[src/rtl/dshot_pkg.sv]
// dshot_pkg: shared DShot frame constants, FSM encoding and CRC helper
package dshot_pkg;
    typedef enum logic [1:0] {IDLE, HIGH, LOW, CHECK} state_t;
    localparam int FRAME_W = 16;
    localparam int THROTTLE_W = 11;
    localparam int CMD_THRESH = 48;
    function automatic logic [3:0] crc4(input logic [11:0] v);
        return v[3:0] ^ v[7:4] ^ v[11:8];
    endfunction
endpackage

[src/rtl/dshot_crc4.sv]
// dshot_crc4: combinational 4-bit DShot checksum of the 12-bit payload
module dshot_crc4 import dshot_pkg::*; (
    input  logic [11:0] data,
    output logic [3:0]  crc
);
    assign crc = crc4(data);
endmodule

[src/rtl/dshot_frame_ctrl.sv]
// dshot_frame_ctrl: DShot frame receiver with CRC check, arming and failsafe
module dshot_frame_ctrl import dshot_pkg::*; #(
    parameter int BIT_TICKS      = 16,
    parameter int ONE_THRESH     = 9,
    parameter int MIN_HIGH       = 2,
    parameter int GAP_TICKS      = 32,
    parameter int ARM_FRAMES     = 10,
    parameter int FAILSAFE_TICKS = 4096
) (
    input  logic                  quarterClockOut,
    input  logic                  reset,
    input  logic                  inSignal,
    output logic [THROTTLE_W-1:0] setSpeed,
    output logic                  telemetry,
    output logic                  armed,
    output logic                  RCValid,
    output logic                  processing,
    output logic                  validSpeed,
    output logic                  frameStrobe,
    output logic                  crcError
);
    localparam int CW = $clog2(2 * BIT_TICKS + GAP_TICKS + 2);
    localparam int AW = $clog2(ARM_FRAMES + 1);
    localparam int FW = $clog2(FAILSAFE_TICKS + 1);
    localparam logic [CW-1:0] MIN_HIGH_C = CW'(MIN_HIGH);
    localparam logic [CW-1:0] ONE_C = CW'(ONE_THRESH);
    localparam logic [CW-1:0] GAP_C = CW'(GAP_TICKS);
    localparam logic [CW-1:0] PERIOD_C = CW'(2 * BIT_TICKS);
    localparam logic [AW-1:0] ARM_C = AW'(ARM_FRAMES);
    localparam logic [FW-1:0] FS_C = FW'(FAILSAFE_TICKS);
    localparam logic [4:0] FRAME_C = 5'(FRAME_W);

    state_t state;
    logic [CW-1:0] highCnt, lowCnt, periodCnt;
    logic [CW-1:0] highNext, lowNext, periodNext;
    logic [4:0] bitCnt;
    logic [FRAME_W-1:0] frame;
    logic [AW-1:0] armCnt;
    logic [FW-1:0] failCnt;
    logic [3:0] crc;
    logic crcOk, accept, expired;

    assign highNext = highCnt + CW'(1);
    assign lowNext = lowCnt + CW'(1);
    assign periodNext = periodCnt + CW'(1);

    dshot_crc4 crcUnit (
        .data(frame[15:4]),
        .crc (crc)
    );

    assign crcOk = crc == frame[3:0];
    assign accept = state == CHECK && crcOk;
    assign expired = failCnt == FS_C;

    // Bit-level receiver: measures high/low times and assembles the 16-bit frame
    always_ff @(posedge quarterClockOut) begin
        if (reset) begin
            state <= IDLE;
            processing <= 1'b0;
            highCnt <= '0;
            lowCnt <= '0;
            periodCnt <= '0;
            bitCnt <= '0;
            frame <= '0;
        end else begin
            case (state)
                IDLE: if (inSignal) begin
                    state <= HIGH;
                    processing <= 1'b1;
                    bitCnt <= '0;
                    frame <= '0;
                    highCnt <= '0;
                    periodCnt <= '0;
                end
                HIGH: if (periodNext > PERIOD_C) begin
                    state <= IDLE;
                    processing <= 1'b0;
                end else if (!inSignal) begin
                    if (highNext >= MIN_HIGH_C) begin
                        state <= LOW;
                        frame <= {frame[FRAME_W-2:0], highNext >= ONE_C};
                        bitCnt <= bitCnt + 5'd1;
                        lowCnt <= '0;
                        periodCnt <= periodNext;
                    end else begin
                        state <= IDLE;
                        processing <= 1'b0;
                    end
                end else begin
                    highCnt <= highNext;
                    periodCnt <= periodNext;
                end
                LOW: if (bitCnt == FRAME_C) begin
                    state <= CHECK;
                end else if (periodNext > PERIOD_C) begin
                    state <= IDLE;
                    processing <= 1'b0;
                end else if (inSignal) begin
                    state <= HIGH;
                    highCnt <= '0;
                    periodCnt <= '0;
                end else if (lowNext >= GAP_C) begin
                    state <= IDLE;
                    processing <= 1'b0;
                end else begin
                    lowCnt <= lowNext;
                    periodCnt <= periodNext;
                end
                CHECK: begin
                    state <= IDLE;
                    processing <= 1'b0;
                end
            endcase
        end
    end

    // Frame acceptance, arming and failsafe; an accept overrides a same-cycle expiry
    always_ff @(posedge quarterClockOut) begin
        if (reset) begin
            setSpeed <= '0;
            telemetry <= 1'b0;
            armed <= 1'b0;
            RCValid <= 1'b0;
            validSpeed <= 1'b0;
            frameStrobe <= 1'b0;
            crcError <= 1'b0;
            armCnt <= '0;
            failCnt <= '0;
        end else begin
            frameStrobe <= accept;
            crcError <= state == CHECK && !crcOk;
            validSpeed <= armed && setSpeed >= THROTTLE_W'(CMD_THRESH);
            if (accept) begin
                setSpeed <= frame[15:5];
                telemetry <= frame[4];
                failCnt <= '0;
                RCValid <= 1'b1;
                if (frame[15:5] != '0) begin
                    armCnt <= '0;
                end else if (!armed && armCnt != ARM_C) begin
                    armCnt <= armCnt + AW'(1);
                    if (armCnt + AW'(1) == ARM_C) armed <= 1'b1;
                end
            end else begin
                if (state == CHECK) armCnt <= '0;
                if (expired) begin
                    RCValid <= 1'b0;
                    armed <= 1'b0;
                    armCnt <= '0;
                    setSpeed <= '0;
                end else begin
                    failCnt <= failCnt + FW'(1);
                end
            end
        end
    end
endmodule

[config.mk]
export PLATFORM = sky130hd
export DESIGN_NAME = dshot_frame_ctrl
export DESIGN_NICKNAME = d
export VERILOG_FILES = /design/src/rtl/dshot_pkg.sv /design/src/rtl/dshot_crc4.sv /design/src/rtl/dshot_frame_ctrl.sv
export SDC_FILE = /design/constraint.sdc
export NUM_CORES = 1
export LEC_CHECK = 0
export ABC_CLOCK_PERIOD_IN_PS = 3900
export CORE_ASPECT_RATIO = 2
export CORE_UTILIZATION = 50
export CTS_BUF_LIST = sky130_fd_sc_hd__clkbuf_16
export CTS_CLUSTER_DIAMETER = 50
export DETAILED_ROUTE_END_ITERATION = 6
export HOLD_SLACK_MARGIN = 0.1
export PLACE_DENSITY = 0.68
export RECOVER_POWER = 100
export SETUP_SLACK_MARGIN = 0.2
export SLEW_MARGIN = 20
export SYNTH_ARGS = -nofsm -noshare
export SYNTH_HDL_FRONTEND = slang
export SYNTH_SLANG_ARGS = --single-unit
[constraint.sdc]
create_clock -name quarterClockOut -period 3.9 [get_ports quarterClockOut]
set_clock_uncertainty 0.2 [all_clocks]
set_input_delay 0.78 -clock quarterClockOut [delete_from_list [all_inputs] [get_ports quarterClockOut]]
set_output_delay 0.78 -clock quarterClockOut [all_outputs]
set_load 0.02 [all_outputs]
# Word-level counts from Yosys, hierarchy flattened
# Cells that the tools add are included.
[op_classes]
add_sub_neg = 6
magnitude_cmp = 5
eq_ne = 28
mux = 64
bitwise = 2
reduce_logical = 22
[ops]
columns = ["cell", "n"]
rows = [
  ["$mux 7", 20],
  ["$mux 16", 4],
  ["$pmux 7 s3", 2],
  ["$pmux 16 s2", 1],
  ["$mux 11", 2],
  ["$add 7x1->7 const B", 3],
  ["$mux 4", 5],
  ["$mux 5", 4],
  ["$ne 2x2->1 const B", 10],
  ["$ne 3x3->1 const B", 6],
  ["$mux 2", 8],
  ["$mux 1", 14],
  ["$pmux 7 s2", 1],
  ["$add 13x1->13 const B", 1],
  ["$eq 13x13->1 const B", 1],
  ["$ge 11x6->1 const B", 1],
  ["$reduce_bool 11->1", 1],
  ["$pmux 5 s2", 1],
  ["$reduce_and 5->1", 2],
  ["$pmux 2 s4", 1],
  ["$reduce_and 8->1", 1],
  ["$xor 4x4->4", 2],
  ["$ge 7x2->1 const B", 1],
  ["$ge 7x4->1 const B", 1],
  ["other kinds (25)", 34],
]
[totals]
ff_bits = 79
output_inout_bits = 18
word_cells = 143

# Longest topological paths before layout
# Gate-level depths: netlist (run 1).
[logic_depth]
ltp_word = 7
ltp_mapped = 9
mapped_depth_nobuf = 8

# Modules after synthesis
# Synthesis (run 1) repeated with hierarchy kept, for this count alone.
[hier_totals]
cells_unflattened = 464
area_unflattened_um2 = 3968.8
[by_module_without_submodules]
columns = ["mod", "instances", "cells_each", "area_per_inst_um2"]
rows = [
  ["dshot_frame_ctrl", 1, 460, 3873.7],
  ["dshot_crc4", 1, 4, 95.1],
]

# Least setup slack after synthesis (run 1)
# Ideal clock, no wire load.
[synth_timing]
kind = "reg-to-reg"
start = "register periodCnt[0]"
end = "register periodCnt[0]"
setup_time_ns = 0.070
arrival_time_ns = 2.222
required_time_ns = 3.630
path_slack_ns = 1.408
stages_incl_launch_ff = 8
path_buffers = 0
period_less_slack_ns = 2.492
cell_sequence = "dfxtp_1 > ha_1 > and4_1 > a221oi_4 > o211ai_4 > a22o_4 > or4_1 > a21oi_1"
[synth_between]
elab_chain_len = 6
elab_cells_between_ends = 13
cone_classes = "add/sub: 1; order compare: 1; eq/ne: 2; mux: 8; reduce/logical: 1"
[synth_rtl]
columns = ["item", "line", "text"]
rows = [
  ["start, declared", "dshot_frame_ctrl.sv:34", "logic [CW-1:0] highCnt, lowCnt, periodCnt;"],
  ["start signal, assigned", "dshot_frame_ctrl.sv:85", "periodCnt <= periodNext;"],
  ["start signal, assigned", "dshot_frame_ctrl.sv:92", "periodCnt <= periodNext;"],
  ["start signal, assigned", "dshot_frame_ctrl.sv:108", "periodCnt <= periodNext;"],
  ["$add 7x1->7 *", "dshot_frame_ctrl.sv:45", "assign periodNext = periodCnt + CW'(1);"],
  ["branches (longest 5 deep; another with $gt 7x6->1)", "n/a", ""],
]
# Every way passes the cells marked *. The select of a mux whose other input is x is not followed.
# A chain may end at the register's enable or synchronous reset.

# Worst setup path after layout (run 1)
[layout_timing]
start = "register highCnt[0]"
end = "register periodCnt[4]"
[layout_between]
elab_chain_len = 4
[layout_rtl]
columns = ["item", "line", "text"]
rows = [
  ["start, declared", "dshot_frame_ctrl.sv:34", ""],
  ["start signal, assigned", "dshot_frame_ctrl.sv:91", "highCnt <= highNext;"],
  ["$add 7x1->7", "dshot_frame_ctrl.sv:43", "assign highNext = highCnt + CW'(1);"],
  ["$ge 7x2->1", "dshot_frame_ctrl.sv:80", "if (highNext >= MIN_HIGH_C) begin"],
  ["$ne 3x3->1 (no source line)", "n/a", ""],
  ["$reduce_and 7->1 (no source line)", "n/a", ""],
]
# Every way passes these cells.

==> results of run 1 <==
sequential cells by signal, indices dropped and copies added, names as in the netlist:
register and cells:
crcError 1, validSpeed 1, bitCnt 5, setSpeed 11, highCnt 7, telemetry 1
armCnt 4, RCValid 1, lowCnt 7, frameStrobe 1, processing 1, armed 1
failCnt 13, frame 16, periodCnt 7, state 2
power by group through the flow:
stage | registers (uW) | logic, uW | clock network, uW
after CTS | 824 | 163 | 931
after global routing | 825 | 172 | 972
final | 825 | 155 | 917
after detailed placement | 842 | 162 | 0
after global placement | 842 | 159 | 0
after floorplan | 842 | 120 | 0
cell usage after synthesis (3+ instances only):
cell type,count,area share [%]
a311oi_1,4,0.85
nand3_1,44,5.3
o21ai_1,4,0.48
o21ai_0,10,1.2
or4_1,5,0.91
clkbuf_1,14,1.3
nand2_1,42,3.8
nor4b_1,3,0.63
o311ai_0,4,0.85
xnor2_1,16,3.4
nor3_1,7,0.85
nor4_1,10,1.5
nor2_1,36,3.3
ha_1,16,4.8
dfxtp_1,79,38
buf_2,5,0.60
nand4_1,6,0.91
o21a_1,3,0.54
buf_1,3,0.27
a22o_1,11,2.3
xor2_1,12,2.5
and3_1,12,1.8
inv_1,22,2.0
a21oi_1,38,4.6
o211ai_1,6,1.1
a211o_1,3,0.63
nand2b_1,6,0.91
a31oi_1,3,0.45
a21o_1,4,0.72
per-stage QoR:
| stage | setup WS [ps] | hold WS, ps | instances | instance area [um2] | total power, uW |
|---|---|---|---|---|---|
| after floorplan | 1410 | 257 | 483 | 4150 | 962 |
| after global placement | 825 | 251 | 580 | 4390 | 1000 |
| after detailed placement | 796 | 253 | 580 | 4390 | 1000 |
| after CTS | 829 | 269 | 596 | 4720 | 1920 |
| after global routing | 356 | 288 | 596 | 4680 | 1970 |
| final | 548 | 263 | 596 | 4680 | 1900 |
layout make-up:
type	instances	area (um2)
Timing Repair Buffer	23	213
Sequential cell	79	1580
Inverter	23	86.3
Multi-Input combinational cell	359	2350
Clock buffer	9	225
Fill cell	745	3320
Clock inverter	7	103
Tap cell	96	120
worst min-delay path by stage:
stage / start / end / slack [ps] / cells after the start
after floorplan: frame[1] / frame[2] / 260 / 2
after global placement: RCValid / RCValid / 250 / 2
after detailed placement: RCValid / RCValid / 250 / 2
after CTS: telemetry / telemetry / 270 / 2
after global routing: RCValid / RCValid / 290 / 2
final: telemetry / telemetry / 260 / 2
per-layer routing:
metal	share of wire (%)	vias up	wire length, um
met4	3.6	0	340
li1	-	1802	-
met2	54	65	5190
met1	40	1715	3790
met3	2.5	27	235
met5	0	-	0
cell families (layout without fill, tap and decap cells):
kind of cell / Yosys count / count (layout) / share of synthesized area, %
and+or+nand+nor: 189 / 189 / 23.7
AOI/OAI and AO/OA: 122 / 122 / 22.1
DFF: 79 / 79 / 38.2
buffers and inverters: 45 / 62 / 4.23
xor gates and xnor gates: 28 / 28 / 5.92
adders and majority gates: 16 / 16 / 4.83
muxes: 4 / 4 / 1.03
worst max-delay path: cells and delay by family (launching register included):
kind            cells  cell delay, ps
compound gates      3            1160
fa+ha+maj           1             290
simple gates        3            1180
flops               1             380
==> results.py, run 1 <==
metrics = {
    "clock_tree": {
        "cts_tree": "built",
        "clock_path_buffers": 2,
        "clk_pin_slew_worst_paths_ps": 60,
        "htreeDepth": 3,
        "cts_hold_buffers": 0,
        "cts-buffers-inserted": 9,
        "cts_sinks": 79,
        "clock_latency_ps": 340,
        "cts.repair.resized": 0,
        "cts-root-buf": "clkbuf_16",
        "post_cts_buffers": 0,
    },
    "detailed_routing": {
        "drtAntennaViolNets": 0,
        "wl_per_cell_um": 16.0,
        "first_iter_violations": 158,
        "avgViaCountPerCell": 6.06,
        "num_vias": 3609,
        "drc_errors": 0,
        "dr.pass1.iters": 5,
        "wirelength_um": 9560,
    },
    "die": {
        "die_w_um": 66.4,
        "io_pins": 21,
        "core_mm2": 0.00800,
        "num_rows": 46,
        "die_y_um": 131,
        "initial_core_util_pct": 51.8,
        "die-area_mm2": 0.00868,
    },
    "critical_path": {
        "slowest_delay_ps": 660,
        "required_ps": 3900,
        "arrival_ps": 3360,
        "setup.worst_path.start": "highCnt[0]",
        "reg2reg_to": "periodCnt[4]",
        "worst-r2r-cell-count": 7,
        "cp-endpoint": "periodCnt[4]",
        "cpMaxStageDelayCell": "a31oi_1",
        "r2r_slack_ps": 550,
        "startpoint_type": "flop",
        "crit_path_end_kind": "flop",
        "critPathKind": "flop to flop",
        "worstPathCellList": "ha_1, and3_1, nor4_1, o2111ai_1, a31oi_1, or2_0, o21ai_0",
        "r2r_start": "highCnt[0]",
        "crit_fanout": 8,
    },
    "power_and_ir_drop": {
        "p_int_uw": 1430,
        "p_clk_share_pct": 48.4,
        "leakage_uw": 0.00172,
        "sequentialPowerShare_pct": 43.5,
        "switchingPower_uw": 465,
        "peakVddDrop_uv": 239,
        "switching_share_pct": 24.5,
        "p_per_area_mw_per_mm2": 405,
        "pwr-share-comb_pct": 8.2,
    },
    "sta": {
        "worst_slew_pin_slew_ps": 1420,
        "hold_viol_final": 0,
        "finalCritPeriodShare_pct": 86.0,
        "timing.slew.headroom_pct": 5.48,
        "fmax_mhz": 298,
        "rsz0062_at_grt": "false",
        "drv_slew": 0,
        "final-setup-viol-count": 0,
        "fin_setup_tns_ps": 0,
        "min_period_ps": 3350,
    },
    "worst_hold_path": {
        "min_path_type": "flop to flop",
    },
    "grt": {
        "grt_use_met1_pct": 24.1,
        "grt_pass1_wl_um": 15900,
        "grt-busiest-layer": "met2",
        "use_met3_pct": 4.34,
        "met2_usage_pct": 45.2,
        "grt_remaining_overflow": 0,
        "antenna_found_initial": 0,
        "grt_pass1_vias": 3421,
        "grt_usage_pct": 24.1,
        "grt_max_degree": 31,
    },
    "logic_synthesis": {
        "syn-num-nets": 502,
        "seq_area_frac_synth_pct": 38.2,
        "syn_avg_cell_area_um2": 8.58,
        "syn_inst": 483,
        "synth_ff_type": "dfxtp_1",
        "syn_area_mm2": 0.00415,
        "synth_edf_count": 0,
        "ys_seq_elements": 79,
        "postSynth.asyncResetShare_pct": 0,
        "synth_warnings": 0,
        "synth.distinct_cells": 69,
    },
    "placement": {
        "io_buffer_count": 20,
        "place_hpwl_um": 6840,
        "gp_congestion": 0.873,
    },
    "outcome": {
        "status": "finished, final reports clean",
    },
    "finish": {
        "antennaDiodeCount": 0,
        "layout_commonest_cell": "dfxtp_1",
        "final_layout_size_suffix_gt1_share_pct": 6.60,
        "layout_common_cells": "dfxtp_1 (79), nand3_1 (44), nand2_1 (42)",
        "fin_nets": 514,
        "final_core_util_pct": 58.5,
        "syn2layout_area_growth_pct": 12.9,
    },
    "flow_run": {
        "maxCapViolations": 0,
    },
}
Power figures use the tool's default switching activity.
==> run 2: changes to the inputs <==
ABC_CLOCK_PERIOD_IN_PS = 2700   (was 3900)
PLACE_DENSITY = 0.71   (was 0.68)
RECOVER_POWER = 25   (was 100)
clock period = 2.7 ns   (was 3.9 ns; I/O delays follow)
==> run 2 against run 1 <==
Effect of this change: flip-flop and latch count stayed put; non-clock buffer count increased by 25; global-route usage up 1.1 points; die area is the same.
==> results.py, run 2 (synthesis results as in run 1) <==
metrics = {
    "die": {
        "num_rows": 46,
        "die_w_um": 66.4,
        "io_pins": 21,
        "initial_core_util_pct": 51.8,
        "die_y_um": 131,
        "die-area_mm2": 0.00868,
        "core_mm2": 0.00800,
    },
    "sta": {
        "hold_slack_ps": 252,
        "fin_setup_tns_ps": 0,
        "fmax_mhz": 397,
        "worst_slew_pin_slew_ps": 739,
        "rsz0062_at_grt": "true",
        "hold_viol_final": 0,
        "final-setup-viol-count": 0,
        "timing.slew.headroom_pct": 50.6,
        "min_period_ps": 2520,
        "drv_slew": 0,
        "finalCritPeriodShare_pct": 93.3,
    },
    "finish": {
        "largest_register_ffs": 16,
        "layout_commonest_cell": "dfxtp_1",
        "antennaDiodeCount": 0,
        "top_register": "frame",
        "layout_common_cells": "dfxtp_1 (76), nand3_1 (43), nand2_1 (42)",
        "final_layout_size_suffix_gt1_share_pct": 15.8,
        "fin_nets": 539,
        "nFillCells": 708,
        "syn2layout_area_growth_pct": 22.2,
        "top_regs": "frame x16, failCnt x13, setSpeed x11",
    },
    "detailed_routing": {
        "wirelength_um": 10300,
        "wl_per_cell_um": 16.6,
        "drtAntennaViolNets": 0,
        "num_vias": 3760,
        "avgViaCountPerCell": 6.05,
        "dr.pass1.iters": 4,
        "first_iter_violations": 256,
        "drc_errors": 0,
    },
    "placement": {
        "io_buffer_count": 20,
        "gp_congestion": 0.914,
        "place_hpwl_um": 7110,
    },
    "critical_path": {
        "critPathKind": "flop to flop",
        "r2r_start": "periodCnt[0]",
        "critPathBufInv": 0,
        "setup.worst_path.start": "periodCnt[0]",
        "crit_path_end_kind": "flop",
        "required_ps": 2770,
        "cp-endpoint": "periodCnt[0]",
        "crit_fanout": 8,
        "cpMaxStageDelayCell": "or4_4",
        "worst-r2r-cell-count": 7,
        "reg2reg_to": "periodCnt[0]",
        "slowest_delay_ps": 490,
        "startpoint_type": "flop",
        "arrival_ps": 2590,
        "r2r_slack_ps": 180,
        "cp.depth": 7,
        "cp_top_family": "compound AO/OA/AOI/OAI gates",
        "worstPathCellList": "ha_4, and4_4, a221oi_4, o211ai_1, a22o_4, or4_4, a21oi_2",
    },
    "grt": {
        "grt_max_degree": 27,
        "grt_remaining_overflow": 0,
        "grt_pass1_wl_um": 16800,
        "antenna_found_initial": 0,
        "grt_usage_pct": 25.2,
        "grt_pass1_vias": 3695,
    },
    "power_and_ir_drop": {
        "leakage_uw": 0.00186,
        "peakVddDrop_uv": 366,
        "p_per_area_mw_per_mm2": 530,
    },
    "worst_hold_path": {
        "min_path_type": "flop to flop",
    },
    "clock_tree": {
        "cts_hold_buffers": 0,
        "htreeDepth": 3,
        "cts-buffers-inserted": 9,
        "cts_sinks": 79,
        "clock_path_buffers": 2,
        "clk_pin_slew_worst_paths_ps": 60,
        "cts_tree": "built",
        "clock_latency_ps": 350,
        "cts-root-buf": "clkbuf_16",
    },
    "flow_run": {
        "maxCapViolations": 0,
    },
    "outcome": {
        "status": "finished, final reports clean",
    },
}
-- run 2: cell count changes in the layout (fill, tap and decap cells not counted), sizes merged --
cell,change
dlygate4sd3,-4
clkbuf,+1
buf,+23
bufinv,-1
clkdlybuf4s50,+5
clkinv,+1
-- run 2: worst reg2reg max path, cell delays in order, from the launching register on --
cell and delay [ps]:
dfxtp_4 360, ha_4 170, and4_4 210, a221oi_4 430, o211ai_1 190, a22o_4 290, or4_4 490, a21oi_2 120
-- run 2: worst min path at each step --
stage / from / cells after the start / slack (ps) / end
final: telemetry / 2 / 250 / telemetry
after global routing: RCValid / 2 / 280 / RCValid
after CTS: telemetry / 2 / 250 / telemetry
after detailed placement: telemetry / 2 / 250 / telemetry
after global placement: RCValid / 2 / 250 / RCValid
after floorplan: frame[1] / 2 / 260 / frame[2]
-- run 2: through the flow --
stage	worst slack [ps]	std cells	cell area (um2)	power [uW]	utilization [%]
6_report	180	621	5070	2690	63.3
5_1_grt	130	621	5070	2780	63.3
4_1_cts	203	617	4900	2700	61.3
3_5_place_dp	87.3	600	4560	1470	57.0
3_3_place_gp	105	600	4560	1470	57.0
2_1_floorplan	208	483	4150	1390	-
-- run 2: power by group --
group          total, uW  internal (uW)  switching (uW)
combinational        279            103             176
clock               1220            718             500
sequential          1190           1180            14.2
total               2690           2000             690
-- run 2: per-layer routing --
| metal | share of wire [%] | GRT usage, % | wire length, um |
|---|---|---|---|
| met1 | 39 | 26.4 | 4030 |
| met5 | 0 | 0 | 0 |
| met4 | 3.4 | 13.5 | 354 |
| met2 | 54 | 45.7 | 5620 |
| met3 | 3.0 | 5.30 | 313 |
-- run 2: area by class of cell --
class | instances | area [um2] | area share, %
Inverter | 23 | 86.3 | 1.70
Timing Repair Buffer | 48 | 433 | 8.55
Clock inverter | 7 | 72.6 | 1.43
Sequential cell | 79 | 1590 | 31.4
Clock buffer | 9 | 225 | 4.45
Multi-Input combinational cell | 359 | 2540 | 50.1
Tap cell | 96 | 120 | 2.37
-- run 2: what timing repair did --
action,CTS,global route
pin swaps,4,11
resized for setup,7,25
setup endpoints to repair,15,44
setup buffers,1,3
gates cloned,0,1
